===== config.mk =====
export PLATFORM = sky130hd
export DESIGN_NAME = out_display_ctrl
export DESIGN_NICKNAME = d
export VERILOG_FILES = /design/src/rtl/out_display_pkg.sv /design/src/rtl/out_display_seg7_encode.sv /design/src/rtl/out_display_ctrl.sv
export SDC_FILE = /design/constraint.sdc
export NUM_CORES = 1
export LEC_CHECK = 0
export ABC_AREA = 1
export CORE_AREA = 2 2 122 124
export DETAILED_ROUTE_END_ITERATION = 6
export DIE_AREA = 0 0 124 126
export PLACE_DENSITY = 0.78
export SLEW_MARGIN = 20
export SYNTH_ARGS = -nofsm -noshare
export SYNTH_HDL_FRONTEND = slang
export SYNTH_SLANG_ARGS = --single-unit

===== constraint.sdc =====
create_clock -name clk -period 2.1 [get_ports clk]
set_clock_uncertainty 0.2 [all_clocks]
set_input_delay 0.42 -clock clk [delete_from_list [all_inputs] [get_ports clk]]
set_output_delay 0.42 -clock clk [all_outputs]
set_load 0.01 [all_outputs]

===== src/rtl/out_display_pkg.sv =====
// rtl/out_display_pkg.sv - shared types and constants for the OUT display controller
//
// Purpose : conversion FSM state type, default widths and the active-low
//           7-segment glyph table (bit order {g,f,e,d,c,b,a}).
// Ports   : none (package).
package out_display_pkg;

  localparam int DATA_W_DEF = 16;
  localparam int DIGITS_DEF = 5;

  typedef enum logic [1:0] {
    IDLE   = 2'd0,
    SHIFT  = 2'd1,
    COMMIT = 2'd2
  } state_t;

  localparam logic [6:0] SEG_BLANK = 7'h7F;
  localparam logic [6:0] SEG_MINUS = 7'h3F;

  localparam logic [6:0] SEG_DIGIT [0:9] = '{
    7'h40, 7'h79, 7'h24, 7'h30, 7'h19,
    7'h12, 7'h02, 7'h78, 7'h00, 7'h10
  };

endpackage


===== src/rtl/out_display_seg7_encode.sv =====
// rtl/out_display_seg7_encode.sv - one BCD digit to active-low 7-segment glyph
//
// Purpose : combinational decode of a single BCD digit; codes above 9 and
//           an asserted blank both produce an unlit digit.
// Ports   : digit [3:0] in  - BCD digit value
//           blank       in  - force the digit dark
//           seg   [6:0] out - active-low segments {g,f,e,d,c,b,a}
module seg7_encode
  import out_display_pkg::*;
(
  input  logic [3:0] digit,
  input  logic       blank,
  output logic [6:0] seg
);

  always_comb begin
    seg = SEG_BLANK;
    if (!blank) begin
      case (digit)
        4'd0:    seg = SEG_DIGIT[0];
        4'd1:    seg = SEG_DIGIT[1];
        4'd2:    seg = SEG_DIGIT[2];
        4'd3:    seg = SEG_DIGIT[3];
        4'd4:    seg = SEG_DIGIT[4];
        4'd5:    seg = SEG_DIGIT[5];
        4'd6:    seg = SEG_DIGIT[6];
        4'd7:    seg = SEG_DIGIT[7];
        4'd8:    seg = SEG_DIGIT[8];
        4'd9:    seg = SEG_DIGIT[9];
        default: seg = SEG_BLANK;
      endcase
    end
  end

endmodule


===== src/rtl/out_display_ctrl.sv =====
// rtl/out_display_ctrl.sv - OUT register to sign + BCD 7-segment display controller
//
// Purpose : captures each value written to the CPU OUT register, converts
//           it to sign plus BCD magnitude with a sequential double-dabble,
//           and commits the result atomically to the displays.
// Ports   : clk                    in  - system clock
//           rst                    in  - synchronous active-high reset
//           write_out              in  - one-cycle OUT write strobe
//           data_out [DATA_W-1:0]  in  - two's-complement value written
//           busy                   out - conversion in progress
//           done                   out - one-cycle pulse in the commit cycle
//           pend_ovf               out - sticky: pending value overwritten
//           bcd [4*DIGITS-1:0]     out - committed BCD magnitude, digit0 in [3:0]
//           neg                    out - committed sign
//           seg_sign [6:0]         out - sign digit segments
//           seg_dig [7*DIGITS-1:0] out - digit segments, digit i in [7i+6:7i]
module out_display_ctrl
  import out_display_pkg::*;
#(
  parameter int DATA_W   = DATA_W_DEF,
  parameter int DIGITS   = DIGITS_DEF,
  parameter int LZ_BLANK = 1
) (
  input  logic                  clk,
  input  logic                  rst,
  input  logic                  write_out,
  input  logic [DATA_W-1:0]     data_out,
  output logic                  busy,
  output logic                  done,
  output logic                  pend_ovf,
  output logic [4*DIGITS-1:0]   bcd,
  output logic                  neg,
  output logic [6:0]            seg_sign,
  output logic [7*DIGITS-1:0]   seg_dig
);

  localparam int BCD_W = 4 * DIGITS;
  localparam int MAG_W = DATA_W + 1;
  localparam int SR_W  = BCD_W + MAG_W;
  localparam int CNT_W = $clog2(DATA_W + 2);
  // cnt reaches this after the last of the DATA_W+1 shifts; that cycle is a
  // settle cycle with no shift, which fixes the load-to-commit latency.
  localparam logic [CNT_W-1:0] CNT_LAST = CNT_W'(DATA_W + 1);

  state_t              state, state_nxt;
  logic [SR_W-1:0]     sr, sr_nxt;
  logic [CNT_W-1:0]    cnt, cnt_nxt;
  logic                neg_work, neg_work_nxt;
  logic [DATA_W-1:0]   pend_data, pend_data_nxt;
  logic                pend_valid, pend_valid_nxt;
  logic                pend_ovf_nxt;
  logic                commit;
  logic                load_en;
  logic [DATA_W-1:0]   load_val;

  // Magnitude is one bit wider than the input so the most negative value
  // converts without overflow.
  function automatic logic [SR_W-1:0] load_sr(input logic [DATA_W-1:0] d);
    logic [MAG_W-1:0] ext;
    logic [MAG_W-1:0] mag;
    ext = {d[DATA_W-1], d};
    mag = d[DATA_W-1] ? (~ext + MAG_W'(1)) : ext;
    return {{BCD_W{1'b0}}, mag};
  endfunction

  function automatic logic [SR_W-1:0] dabble(input logic [SR_W-1:0] s);
    logic [SR_W-1:0] t;
    t = s;
    for (int k = 0; k < DIGITS; k++) begin
      if (t[MAG_W + 4*k +: 4] >= 4'd5)
        t[MAG_W + 4*k +: 4] = t[MAG_W + 4*k +: 4] + 4'd3;
    end
    return {t[SR_W-2:0], 1'b0};
  endfunction

  always_comb begin
    state_nxt      = state;
    sr_nxt         = sr;
    cnt_nxt        = cnt;
    neg_work_nxt   = neg_work;
    pend_data_nxt  = pend_data;
    pend_valid_nxt = pend_valid;
    pend_ovf_nxt   = pend_ovf;
    commit         = 1'b0;
    done           = 1'b0;
    load_en        = 1'b0;
    load_val       = data_out;

    case (state)
      IDLE: begin
        if (write_out) begin
          load_en  = 1'b1;
          load_val = data_out;
        end
      end

      SHIFT: begin
        if (cnt == CNT_LAST) begin
          state_nxt = COMMIT;
        end else begin
          sr_nxt  = dabble(sr);
          cnt_nxt = cnt + CNT_W'(1);
        end
        if (write_out) begin
          if (pend_valid) pend_ovf_nxt = 1'b1;
          pend_data_nxt  = data_out;
          pend_valid_nxt = 1'b1;
        end
      end

      COMMIT: begin
        done      = 1'b1;
        commit    = 1'b1;
        state_nxt = IDLE;
        // A write landing in this cycle is the newest value, so it wins
        // over anything already queued and starts right away.
        if (write_out) begin
          if (pend_valid) pend_ovf_nxt = 1'b1;
          load_en        = 1'b1;
          load_val       = data_out;
          pend_valid_nxt = 1'b0;
        end else if (pend_valid) begin
          load_en        = 1'b1;
          load_val       = pend_data;
          pend_valid_nxt = 1'b0;
        end
      end

      default: state_nxt = IDLE;
    endcase

    if (load_en) begin
      sr_nxt       = load_sr(load_val);
      neg_work_nxt = load_val[DATA_W-1];
      cnt_nxt      = '0;
      state_nxt    = SHIFT;
    end
  end

  always_ff @(posedge clk) begin
    if (rst) begin
      state      <= IDLE;
      sr         <= '0;
      cnt        <= '0;
      neg_work   <= 1'b0;
      pend_data  <= '0;
      pend_valid <= 1'b0;
      pend_ovf   <= 1'b0;
      busy       <= 1'b0;
      bcd        <= '0;
      neg        <= 1'b0;
    end else begin
      state      <= state_nxt;
      sr         <= sr_nxt;
      cnt        <= cnt_nxt;
      neg_work   <= neg_work_nxt;
      pend_data  <= pend_data_nxt;
      pend_valid <= pend_valid_nxt;
      pend_ovf   <= pend_ovf_nxt;
      busy       <= (state_nxt != IDLE);
      if (commit) begin
        bcd <= sr[SR_W-1 -: BCD_W];
        neg <= neg_work;
      end
    end
  end

  assign seg_sign = neg ? SEG_MINUS : SEG_BLANK;

  // blank[i] marks digit i as part of the leading-zero run counted from the
  // MSD; digit0 always shows so zero reads as '0'.
  logic [DIGITS-1:0] blank;
  assign blank[0] = 1'b0;

  for (genvar i = 1; i < DIGITS; i++) begin : g_blank
    if (i == DIGITS - 1) begin : g_top
      assign blank[i] = (LZ_BLANK != 0) && (bcd[4*i +: 4] == 4'd0);
    end else begin : g_mid
      assign blank[i] = blank[i+1] && (bcd[4*i +: 4] == 4'd0);
    end
  end

  for (genvar i = 0; i < DIGITS; i++) begin : g_seg
    seg7_encode u_seg (
      .digit (bcd[4*i +: 4]),
      .blank (blank[i]),
      .seg   (seg_dig[7*i +: 7])
    );
  end

endmodule


==> impl_metrics.yaml, run 1 <==
power_and_ir_drop:
  leakagePower_nw: 4.331
  peakVddDrop_mv: 0.5236
  p_per_area_mw_per_mm2: 606.1
  p_total_mw: 6.234
global_route:
  antenna_found_initial: 0
  globalRouteMet3Util_pct: 5.299
  first_pass_grt_wire_length_um: 27150
  grt_util_met1_pct: 25.40
  track_usage_pct: 21.58
  use_met2_pct: 37.17
  largest_net_degree_at_the_start_of_global_routing: 35
  first_global_vias: 5902
  globalRoute.totalOverflow: 0
  global_route.peak_usage_layer: "met2"
yosys:
  synth_top_area_share_pct: 38.20
  yosysWarnings: 0
  ys_seq_area_share_pct: 38.20
  synth_area_sq_mm: 0.006289
  yosysTopAreaCell: "dfxtp_1"
  yosysUniqueCellTypes: 41
  synth.avg_cell_area_sq_um: 7.179
  synth.area.top_cells: "dfxtp_1 38%, nand2_1 9.6%, o21ai_0 8.6%"
  synth_seq_cells: 120
  postSynthCellCount: 876
detailed_routing:
  ant_nets: 0
  via_count_of_the_routed_design: 6885
  detailedRoute.firstPassIterationCount: 5
  totalWireLength_um: 20530
  post-route-drc-count: 0
  detail_route.wl_per_cell_um: 15.86
  avgViaCountPerCell: 5.321
  first_iter_violations: 555
floorplan:
  start_util_pct: 43.93
  dieWidth_um: 124
  core_area_sq_mm: 0.01431
  die-height_um: 126
  io-pin-count: 85
  placement_rows: 44
  area_of_the_die_sq_mm: 0.01562
clock_tree:
  clkTransAtPathRegs_ns: 0.06
  cts_max_path_buffers: 2
  ctsRootBufferMaster: "clkbuf_16"
  cts_max_level: 4
  cts-buffers-inserted: 17
  clock_sink_count: 120
  tritoncts_clock_tree: "yes"
  hold_fix_buffers_cts: 0
  clock_insertion_delay_worst_skew_ns: 0.43
placement:
  placedCellCount: 1210
  placement.cell_area_sq_mm: 0.008050
  placement.io_buffers: 78
  gpl.final_weighted_congestion: 0.8642
  dp_hpwl_um: 10540
layout:
  areaGrowthSynthToFinish_pct: 63.57
  layout_nets: 1158
  filler_cell_count: 951
  finish.instance_area_sq_mm: 0.01029
  antenna_cells: 0
  drive_above_1_share_pct: 41.08
  layoutNonFillerInstCount: 1294
timing:
  slew_violations: 0
  setup_viol: 85
  hold_viol: 0
  hold-worst-slack_ns: 0.2493
  worst_slack_ns: -0.3113
  achievable-frequency_mhz: 414.7
  layout_min_cycle_time_ns: 2.411
  rsz0062_at_grt: "true"
  worstMarginPinSlew_ns: 0.5015
  final.setup.tns_ns: -9.596
  relSlewSlack_pct: 66.29
  period_share_pct: 114.8
run_status:
  outcome: "finished with violations"
  violations: "negative setup slack"
run:
  maxCapViolations: 0
setup_path:
  crit_path_start_kind: "flip-flop"
  reg2reg_from: "state[0]"
  worstSetupPathType: "flip-flop to flip-flop"
  worst-endpoint-required_ns: 2.27
  path_max_fanout: 5
  worst-r2r-cell-count: 17
  setup.worst_path.start: "state[0]"
  critPathCaptureType: "flip-flop"
  arrival_ns: 2.58
min_path:
  hold_path_startpoint: "sr[5]"
  hp-class: "flip-flop to flip-flop"
  worstHoldPathCells: 2
timing repair:
item                                    4_1_cts  5_1_grt
pin swaps                                    41       85
cloned                                        4        2
setup buffers                                18       36
gates resized for setup                     229      283
endpoints found under the setup margin       57      102
worst max-delay path, stage by stage, from the launching register on:
cell and delay, ns:
dfxtp_2 0.33, inv_2 0.07, ha_4 0.16, buf_12 0.12, nand2_8 0.05, nor2_4 0.23, buf_12 0.15, nand2_4 0.05
nand2_4 0.09, ha_4 0.19, nand2_4 0.06, nor2_4 0.13, nand3_2 0.11, nand2_2 0.10, nand3b_1 0.09, nand3_1 0.09
nand2_1 0.07, nand2_1 0.05
worst paths after layout:
kind / slack (ns) / to
min: 0.25 / sr[5]
max reg2reg: -0.31 / sr[12]
max: -0.31 / sr[12]
min reg2reg: 0.25 / sr[5]
area by class of cell:
type | count | area (sq um) | area share, %
Clock buffer | 19 | 442.9 | 4.306
Inverter | 107 | 429.2 | 4.172
Timing Repair inverter | 1 | 11.26 | 0.1095
Tap cell | 184 | 230.2 | 2.238
Clock inverter | 12 | 176.4 | 1.715
Sequential cell | 120 | 2419 | 23.51
Timing Repair Buffer | 231 | 2288 | 22.25
Multi-Input combinational cell | 620 | 4289 | 41.70
synth_stat cells (all sizes together):
master and instances:
clkinv 1, o211ai 4, nor3 32, o221ai 4, and3 1, clkbuf 12, buf 23, dfxtp 120
nand3b 1, a21oi 54, inv 106, conb 1, nand4 5, ha 41, o2111ai 1, nor4 2
nand2 174, xnor2 4, or2 17, o22ai 1, xor2 3, o21ai 123, nand3 37, a31oi 4
nor2 105
routing by layer:
metal | wire length (um) | share of wire [%] | vias to the layer above
met4 | 796 | 3.9 | 0
met2 | 10630 | 52 | 309
met5 | 0 | 0 | -
met1 | 7889 | 38 | 3201
met3 | 1214 | 5.9 | 86
li1 | - | - | 3289
kinds of logic after synthesis:
logic type                 Yosys count  synth area share (%)
AOI/OAI and AO/OA                  191                 15.94
and+or+nand+nor                    374                 26.96
buffers and inverters              142                 9.709
DFF                                120                 38.20
other                                1               0.05963
xor gates and xnor gates             7                0.9749
adders and majority gates           41                 8.158
layout by cell type (no fill, tap or decap), drive strengths merged, types with 5 or more instances in the layout:
cell           instances
ha                    41
dfxtp                120
nand4                  5
nor3                  32
a21oi                 54
clkbuf                23
conb                   6
clkinvlp               5
clkdlybuf4s50         45
or2                   17
nand3                 37
o21ai                123
nor2                 106
buf                  179
inv                  107
nand2                174
metrics by stage:
stage | utilization, % | setup WS (ns)
6_report | 71.86 | -0.3113
5_1_grt | 71.86 | -0.3588
4_1_cts | 64.48 | -0.2285
3_5_place_dp | 56.24 | -0.4133
3_3_place_gp | 56.24 | -0.3719
2_1_floorplan | - | -0.01746
report_power, final:
part	total (mW)	leakage (nW)	switching (mW)	internal, mW
Sequential	2.42	0.980	0.0648	2.35
Clock	3.10	0.287	1.10	2.00
Combinational	0.715	3.06	0.413	0.301
(Power assumes the default switching activity.)
==> run 2, diff against run 1 <==
- CAP_MARGIN: not set -> 20
==> results of run 2 <==
No change in the layout: final DEF, timing and power equal those of run 1.
==> variant (settings of run 2) <==
Reset style: asynchronous (`rst`), changed in one clocked block. Comments in the files are not updated.
--- a/src/rtl/out_display_ctrl.sv
+++ b/src/rtl/out_display_ctrl.sv
@@ -137,7 +137,7 @@
     end
   end
 
-  always_ff @(posedge clk) begin
+  always_ff @(posedge clk or posedge rst) begin
     if (rst) begin
       state      <= IDLE;
       sr         <= '0;
Function: differs if rst is asserted again (counterexample within 4 cycles, from zero or initial values and one cycle with rst high); with rst held inactive, the same outputs for 10 cycles.
==> variant against run 2 <==
The flow still finishes with violations (negative setup slack). Routed wire length shrank 28%. Area after synthesis shrank 12%. Cell area shrank 18%. Non-clock buffer count shrank 10. Sequential share of layout area grew 1.6 points. Setup slack lost 200 ps. Sequential cell count shrank 35. Via count shrank 20%. Critical path type is now reg -> out. Highest routed layer unchanged.
Power is not compared: it rests on default switching activity, and its combinational part moved more than twofold at a synthesized area within 25%.
==> variant: results (changes against run 2) <==
Setup path
  – Highest net fanout along the worst path: 6 (+1)
  – WP data arrival: 1990 ps (-590 ps)

Placement
  – Dpl hpwl: 9190 um (-13%)
  – Setup slack at placement: -536 ps (-123 ps)
  – Routability cong.: 0.836 (-3.2%)

GRT
  – GR Util All Layers: 0.174 (-0.0422)
  – Largest net degree at the start of global routing: 86 (+150%)
  – First-pass GRT wire length: 22600 um (-17%)

Logic synthesis
  – Post-synth ARST share: 1.00 (+1.00)
  – Sequential-to-total area share from yosys stat: 0.382 (about the same)
  – Post-Synthesis Cells: 723 (-17%)
  – Top_reg_cell synth: dfrtp_1
  – Cell variety after synth: 47 (+15%)

Status
  – Status: finished with violations
  – Failing checks: negative setup slack

Clocking
  – Clk_lat worst skew: 340 ps (-90 ps)
  – Htree depth: 3 (-1)
  – CTS Buf Count: 9 (-8)

STA
  – Setup violators final: 50 (-41%)
  – Final WS setup: -507 ps (-196 ps)
  – Rel. slew slack: 0.563 (-0.100)
  – Setup TNS: -12540 ps (-2950 ps)

Drt
  – WL final: 14800 um (-28%)
  – Vias post-DR: 5487 (-20%)
  – Drt initial violations: 301 (-46%)
  – Drt pass-1 iters: 7 (+2)

Cells and area
  – Final nets: 989 (-15%)
  – FILL cells: 1172 (+23%)
==> variant: cell types whose count changed in the layout (fill, tap and decap cells not counted), sizes merged, moves of 6 or more <==
cell	change
a21oi	-24
clkbuf	-12
clkdlybuf4s50	-6
dfrtp	+85
dfxtp	-120
inv	-19
nand2	+14
nor2	-57
nor3	-27
o21ai	-17
o22ai	+9
or2	-6
==> variant: metrics by stage <==
stage,hold slack (ps),instance area [um^2]
finish,282,8470
global route,305,8470
CTS,283,7740
detailed placement,266,7360
global placement,263,7360
floorplan,249,5710
==> variant: layer usage <==
| metal | vias up | global-route usage | share of wire |
|---|---|---|---|
| met4 | 0 | 0.0377 | 0.018 |
| met2 | 132 | 0.305 | 0.51 |
| met3 | 24 | 0.0299 | 0.037 |
| met5 | - | 0 | 0 |
| li1 | 2766 | - | - |
| met1 | 2565 | 0.222 | 0.44 |
==> variant: cell families after synthesis <==
logic type	after synthesis	synth area share
compound gates	174	0.183
simple gates	296	0.237
other cells	1	0.000674
buf+inv	121	0.0981
xor+xnor	6	0.00945
flops	85	0.382
fa+ha+maj	40	0.0900
==> variant: timing repair <==
| item | CTS | global route |
|---|---|---|
| endpoints found under the hold margin | 0 | 0 |
| pin swaps | 22 | 51 |
| hold buffers | 0 | 0 |
| resized for setup | 170 | 162 |
| buffers inserted | 14 | 26 |
| setup endpoints to repair | 58 | 59 |
==> variant: power breakdown <==
group / internal, mW / switching (mW)
Clock: 1.16 / 0.658
Sequential: 2.37 / 0.573
Combinational: 4.00 / 4.16
==> variant: worst reg2reg max path: cells and delay by family, from the launching register on <==
kind,cells,cell delay (ps)
AND/OR/NAND/NOR,10,910
flip-flops,1,390
adder cells (fa/ha/maj),2,330
AO/OA/AOI/OAI,1,260
buffers and inverters,2,200
==> variant: worst paths after layout <==
check	start	end	slack, ps	cells past startpoint
setup / recovery	bcd[13]	seg_dig[9]	-510	11
max in group asynchronous	rst	bcd[16]	920	3
hold reg to reg	pend_data[10]	pend_data[10]	280	2
setup reg to reg	state[0]	sr[14]	-300	15
hold / removal	pend_data[10]	pend_data[10]	280	2
min in group asynchronous	rst	state[0]	310	3
==> variant: final cells by class <==
type | count | area, um^2 | share of cell area
Inverter | 91 | 367 | 0.0433
Multi-Input combinational cell | 522 | 3490 | 0.412
Tap cell | 184 | 230 | 0.0272
Clock inverter | 6 | 111 | 0.0131
Sequential cell | 85 | 2130 | 0.251
Clock buffer | 10 | 229 | 0.0270
Timing Repair Buffer | 221 | 1920 | 0.226
